### config.mk
export PLATFORM = sky130hd
export DESIGN_NAME = rom_loader
export DESIGN_NICKNAME = d
export VERILOG_FILES = /design/src/rtl/rom_loader.sv
export SDC_FILE = /design/constraint.sdc
export NUM_CORES = 1
export LEC_CHECK = 0
export CAP_MARGIN = 20
export CORE_MARGIN = 3
export CORE_UTILIZATION = 45
export DETAILED_ROUTE_END_ITERATION = 16
export PLACE_DENSITY_LB_ADDON = 0.12
export SLEW_MARGIN = 15
export SYNTH_ARGS = -nofsm -noshare
export SYNTH_HDL_FRONTEND = slang
export SYNTH_SLANG_ARGS = --single-unit
### constraint.sdc
create_clock -name clk -period 7.7 [get_ports clk]
set_input_delay 1.54 -clock clk [delete_from_list [all_inputs] [get_ports clk]]
set_output_delay 1.54 -clock clk [all_outputs]
set_load 0.05 [all_outputs]
### src/rtl/rom_loader.sv
// rom_loader: byte-stream program loader for the instruction ROM.
//
// Each load is a 4-byte little-endian word-count header followed by the
// payload. Payload bytes are packed little-endian into 32-bit words, and the
// words are written to consecutive word addresses starting at BASE_ADDR.
// While a load is in progress, busy holds the CPU.
//
// Ports:
//   clk       system clock, rising edge
//   rstn      asynchronous active-low reset
//   start     one-cycle pulse, begins a load when idle
//   abort     synchronous cancel, returns to idle from any state
//   rx_valid  byte source has a byte on rx_data
//   rx_data   byte from the source
//   rx_ready  loader accepts a byte (transfer on rx_valid && rx_ready)
//   wen       ROM write strobe, one cycle per word
//   w_addr    ROM byte address (word aligned), holds last written value
//   w_data    ROM write data, holds last written value
//   busy      load in progress / CPU hold
//   done      one-cycle pulse on successful completion
//   err       one-cycle pulse when the length header is rejected
module rom_loader #(
    parameter int              AW        = 32,
    parameter int              MEM_NUM   = 4096,
    parameter logic [AW-1:0]   BASE_ADDR = '0
) (
    input  logic          clk,
    input  logic          rstn,
    input  logic          start,
    input  logic          abort,
    input  logic          rx_valid,
    input  logic [7:0]    rx_data,
    output logic          rx_ready,
    output logic          wen,
    output logic [AW-1:0] w_addr,
    output logic [31:0]   w_data,
    output logic          busy,
    output logic          done,
    output logic          err
);

    typedef enum logic [2:0] {
        IDLE,
        HDR,
        DATA,
        DONE,
        ERR
    } state_t;

    localparam logic [31:0] LEN_MAX = 32'(MEM_NUM);

    state_t        state;
    state_t        state_next;
    logic [1:0]    byte_cnt;
    logic [AW-1:0] word_cnt;
    logic [31:0]   len;
    logic [23:0]   asm_buf;

    logic          xfer;
    logic          byte_last;
    logic          word_last;
    logic [31:0]   full_word;

    assign xfer      = rx_valid && rx_ready;
    assign byte_last = (byte_cnt == 2'd3);
    // The word completed by the current 4th byte: lower three bytes are
    // already buffered, the top byte is on rx_data this cycle.
    assign full_word = {rx_data, asm_buf};
    assign word_last = (word_cnt == AW'(len - 32'd1));

    always_ff @(posedge clk or negedge rstn) begin
        if (!rstn) begin
            state <= IDLE;
        end else begin
            state <= state_next;
        end
    end

    always_comb begin
        state_next = state;
        rx_ready   = 1'b0;
        busy       = 1'b1;
        done       = 1'b0;
        err        = 1'b0;
        case (state)
            IDLE: begin
                busy = 1'b0;
                if (start) begin
                    state_next = HDR;
                end
            end
            HDR: begin
                rx_ready = 1'b1;
                if (xfer && byte_last) begin
                    if (full_word == 32'd0) begin
                        state_next = DONE;
                    end else if (full_word > LEN_MAX) begin
                        state_next = ERR;
                    end else begin
                        state_next = DATA;
                    end
                end
            end
            DATA: begin
                rx_ready = 1'b1;
                if (xfer && byte_last && word_last) begin
                    state_next = DONE;
                end
            end
            DONE: begin
                done       = 1'b1;
                state_next = IDLE;
            end
            ERR: begin
                err        = 1'b1;
                state_next = IDLE;
            end
            default: begin
                state_next = IDLE;
            end
        endcase
        if (abort) begin
            state_next = IDLE;
        end
    end

    always_ff @(posedge clk or negedge rstn) begin
        if (!rstn) begin
            byte_cnt <= '0;
            word_cnt <= '0;
            len      <= '0;
            asm_buf  <= '0;
            wen      <= 1'b0;
            w_addr   <= '0;
            w_data   <= '0;
        end else if (abort) begin
            // Abort drops any partial word and a write that would have been
            // registered on this same edge.
            byte_cnt <= '0;
            word_cnt <= '0;
            wen      <= 1'b0;
        end else begin
            wen <= 1'b0;
            case (state)
                IDLE: begin
                    if (start) begin
                        byte_cnt <= '0;
                        word_cnt <= '0;
                    end
                end
                HDR, DATA: begin
                    if (xfer) begin
                        byte_cnt <= byte_cnt + 2'd1;
                        case (byte_cnt)
                            2'd0: asm_buf[7:0]   <= rx_data;
                            2'd1: asm_buf[15:8]  <= rx_data;
                            2'd2: asm_buf[23:16] <= rx_data;
                            default: begin
                                if (state == HDR) begin
                                    len <= full_word;
                                end else begin
                                    wen      <= 1'b1;
                                    w_addr   <= BASE_ADDR + {word_cnt[AW-3:0], 2'b00};
                                    w_data   <= full_word;
                                    word_cnt <= word_cnt + AW'(1);
                                end
                            end
                        endcase
                    end
                end
                default: begin
                end
            endcase
        end
    end

endmodule

* Yosys cells after proc, flatten, opt, wreduce, memory -nomap -nowiden
Cells that the tools add are included.
** Storage, ports and cells
- Output and inout port bits :: 69
- Logic and storage cells :: 74
- Flip-flop bits (word level) :: 156
** Operators by class
- Eq/ne operators :: 14
- Reduce and logical (&&, ||, !) cells :: 17
- Add/subtract/negate cells :: 3
- Bitwise gates (word level) :: 3
- $lt $le $gt $ge :: 1
- Muxes and demuxes :: 26
** Operator list (count)
- $mux 32 :: 5
- $pmux 32 s2 :: 1
- $add 32x1->32 const B :: 1
- $eq 32x32->1 :: 1
- $gt 32x13->1 const B :: 1
- $logic_not 32->1 :: 1
- $sub 32x1->32 const B :: 1
- $mux 3 :: 6
- $reduce_and 5->1 :: 3
- $ne 3x3->1 const B :: 4
- $reduce_and 4->1 :: 3
- $mux 1 :: 9
- $pmux 3 s3 :: 1
- $eq 3x2->1 const B :: 2
- $mux 2 :: 3
- $reduce_and 3->1 :: 2
- $eq 2x2->1 const B :: 2
- $pmux 2 s2 :: 1
- $eq 3x1->1 const B :: 1
- $eq 3x3->1 const B :: 1
- $logic_and 1x1->1 :: 3
- $logic_not 3->1 :: 1
- $ne 3x1->1 const B :: 1
- $ne 3x2->1 const B :: 1
- 7 further kinds :: 9

* Logic depth before layout (Yosys ltp)
- Depth in word-level cells :: 9
- Depth in mapped cells :: 10

* Worst setup path after synthesis
OpenSTA, ideal clock, no wires.
- Kind :: input port to flip-flop
- From :: input port rx_valid
- To :: register word_cnt[30]
- Required time :: 7581 ps
- Data arrival time :: 3087 ps
- Path slack :: 4494 ps
- Path buffers :: 1
- Cell stages on the path :: 9
- Path through :: mux2i_1 o2bb2ai_1 a31oi_2 or3_1 clkbuf_1 nor4_1 and2_1 xnor2_1 nor2_1
** On the way
- Word-level cells in the longest chain between the ends :: 3
** Ends and longest elaborated chain
- from (decl) :: line 31 : input logic rx_valid,
- $logic_and 1x1->1 :: line 64 : assign xfer = rx_valid && rx_ready;
- $ne 3x1->1 (no line)
- $reduce_and 5->1 (no line)
- to (signal assigned) :: line 165 : word_cnt <= word_cnt + AW'(1);
- to (decl) :: line 55 : logic [AW-1:0] word_cnt;
Every way passes these cells.
A chain may end at the register's enable or synchronous reset.

* Final worst setup path
- From :: register state[0]
- To :: output port rx_ready
** On the way
- Word-level cells in the longest chain between the ends :: 3
- Elaborated cells on any way between the ends :: 4
- Those cells by class :: eq/ne (2); mux (1); reduce/logical (1)
** Ends and longest elaborated chain
- from (decl) :: line 52 : state_t state;
- from (signal assigned) :: line 75 : state <= state_next;
- $eq 3x1->1 / $eq 3x2->1 (equally long branches) :: line 85 : case (state)
- $reduce_or 2->1 (no line) *
- $mux 1 * :: line 85
- to (decl) :: line 33 : output logic rx_ready,
Every way passes the cells marked *; elsewhere a longest branch is shown, timed or not.

==> run_results.csv <==
group,metric,value,unit
run_status,status,"finished, final reports clean",
grt,grt.total_usage,20.52,%
power,peakVddDrop,0.0001602,V
yosys,yosys_register_bits,156,
sta,skew,6.533,ps
clock_network,cts_sinks,156,
clock_network,clockBufferDepth,2,
run,cap_viol_max_count,0,
yosys,yosys_warnings,0,
finish,drive_gt1_share,13.86,%
sta,worstMarginPinSlew,872.7,ps
clock_network,clk_pin_slew,60,ps
placed_design,post_dp_cell_area,8677,um^2
clock_network,post_cts_buffers,0,
yosys,postSynthCellCount,789,
floorplan,dieArea,18930,um^2
floorplan,initial_core_util,46.49,%
grt,grt_max_degree,86,
placed_design,globalplace.congestion,0.8679,
clock_network,cts_made_buffers,17,
worst_setup_path,crit_arrival,2200,ps
worst_setup_path,cp.required,6160,ps
sta,maxSlewHeadroom,41.82,%
yosys,synth.largest_area_cell,"dfrtp_1",
placed_design,portBuffers,79,
placed_design,dpl.hpwl,12.83,mm
sta,fin_crit,3737,ps
power,intPower,1452,uW
floorplan,row_count,47,
yosys,synthDistinctLibCells,70,
finish,fin_nets,873,
power,power_density,206.2,nW/um^2
sta,setup_viol_count_final,0,
detailed_routing,drt.antenna.violating_nets,0,
detailed_routing,via_count,5928,
worst_setup_path,critPathKind,"register to output port",
power,leakage,0.004401,uW
power,p_clk_share,45.5,%
yosys,ys_top_cells_by_area,"dfrtp_1 (50%), nand2_1 (10%), mux2_2 (8.4%)",
clock_network,holdBufCountCts,0,
yosys,synth_most_common_cell,"nand2_1",
grt,gr-total-overflow,0,
yosys,syn_avg_cell_area,9.875,um^2
detailed_routing,drt_iter0_markers,369,
yosys,netlist.area_leader.share,50.10,%
sta,finalMaxSlewViolations,0,
power,swShare,24.40,%
floorplan,io_pins,82,
clock_network,ctsRootBufferMaster,"clkbuf_16",
finish,syn_to_final_growth,19.53,%
power,switching_power,468.6,uW
yosys,synth_ff_type,"dfrtp_1",
yosys,synthTopCellsByCount,"nand2_1 (208), dfrtp_1 (156), mux2_2 (58)",
floorplan,core,16760,um^2
yosys,syn_area,7791,um^2
worst_setup_path,end_kind,"output port",
floorplan,die_height,137.6,um
clock_network,cts_tree,"built",
worst_setup_path,start_kind,"register",
yosys,synth_edf_count,0,
clock_network,ctsResizeCount,0,
detailed_routing,via_per_inst,5.459,
finish,final_util,55.57,%
sta,hold_ws,471.6,ps
sta,fmax,0.2676,GHz
grt,antenna_found_initial,0,
power,power_frac_comb,7.8,%
sta,fin_tns_setup,0,ps
detailed_routing,wl_per_cell,16.92,um
finish,diodes,0,
clock_network,cts.htree.levels,4,
floorplan,die_w,137.6,um
finish,final_area,9313,um^2
sta,hold_viol,0,
sta,min_period_over_period,48.53,%
yosys,async_reset_ff_share,100.0,%
min_path,hold_class,"register to register",
detailed_routing,wirelength,18.37,mm
sta,rsz0062_at_grt,"false",
detailed_routing,route.detailed.drc,0,
clock_network,clk_latency,430,ps
worst_setup_path,r2r_slack,4140,ps
yosys,ys_seq_area_share,50.10,%
worst_setup_path,crit_fanout,10,
detailed_routing,first_pass_iters,5,
grt,grt_pass1_wl,30.11,mm
power,seqPwrFrac,46.7,%
grt,grt_pass1_vias,5810,
metrics by stage:
step / cells / setup slack, ps / power, uW
2_1_floorplan: 790 / 4494 / 996.3
3_3_place_gp: 1052 / 3672 / 1056
3_5_place_dp: 1053 / 3564 / 1063
4_1_cts: 1085 / 3935 / 1939
5_1_grt: 1086 / 3826 / 2004
6_report: 1086 / 3963 / 1920
final timing paths:
path	start	to	depth (start not counted)
max in group asynchronous	rstn	asm_buf[10]	2
worst min register to register	w_data[31]	w_data[31]	2
worst max-delay path	state[0]	rx_ready	3
worst max register to register	len[0]	state[2]	10
min in group asynchronous	rstn	w_addr[6]	1
worst min-delay path	w_data[31]	w_data[31]	2
final cells by class:
cell class                      count  area (um^2)
Clock inverter                     12        158.9
Clock buffer                       20        456.7
Timing Repair Buffer               86        854.6
Sequential cell                   156         3904
Inverter                           14        52.55
Multi-Input combinational cell    578         3611
Tap cell                          220        275.3
Fill cell                        1462         7447
placed cells by master, fill, tap and decap left out, drive strengths merged, types with 3 or more instances in the layout:
| cell | n |
|---|---|
| nand2b | 7 |
| o31ai | 4 |
| or4 | 5 |
| clkbuf | 20 |
| mux2i | 3 |
| nor2 | 44 |
| or2 | 5 |
| xnor2 | 32 |
| a21oi | 11 |
| a31oi | 3 |
| ha | 7 |
| dfrtp | 156 |
| bufinv | 3 |
| nor4 | 20 |
| nand4 | 10 |
| nand3b | 3 |
| o21ai | 30 |
| nor3 | 19 |
| and3 | 8 |
| o211ai | 4 |
| mux2 | 58 |
| nand2 | 208 |
| nand4b | 4 |
| a2111oi | 4 |
| buf | 8 |
| nand3 | 17 |
| clkinv | 3 |
| nor2b | 9 |
| xor2 | 26 |
| nor3b | 4 |
| inv | 18 |
| or3 | 6 |
| clkdlybuf4s50 | 78 |
per-layer routing:
| layer | vias to the layer above | global-route usage [%] | share of wire, % |
|---|---|---|---|
| met3 | 27 | 4.018 | 4.7 |
| met1 | 2913 | 28.18 | 47 |
| met5 | - | 0 | 0 |
| met2 | 172 | 32.38 | 46 |
| li1 | 2816 | - | - |
| met4 | 0 | 7.539 | 1.8 |
registers in the layout, indices dropped and copies added, names as in the netlist:
signal,cells
asm_buf,24
len,32
word_cnt,32
byte_cnt,2
wen,1
w_data,32
w_addr,30
state,3
power by group through the flow:
stage	combinational [uW]	clock [uW]	sequential, uW
floorplan	104	0	893
global placement	146	0	910
detailed placement	152	0	912
finish	150	874	896
CTS	152	890	897
global route	167	935	902
cells by family (layout without fill, tap and decap cells):
logic type / count (synthesis) / count (layout) / synth area share [%]
and+or+nand+nor: 378 / 378 / 23.86
AOI/OAI and AO/OA: 72 / 72 / 5.958
DFF: 156 / 156 / 50.10
muxes: 61 / 61 / 8.768
xor gates and xnor gates: 58 / 58 / 6.520
buffers and inverters: 56 / 132 / 3.613
adders and majority gates: 7 / 7 / 1.124
other: 1 / 2 / 0.04813
worst max-delay path: stages, from the launching register on:
cell	delay [ps]
dfrtp_1	490
nand2b_1	270
a21oi_1	190
clkdlybuf4s50_1	820
(Power assumes the default switching activity.)
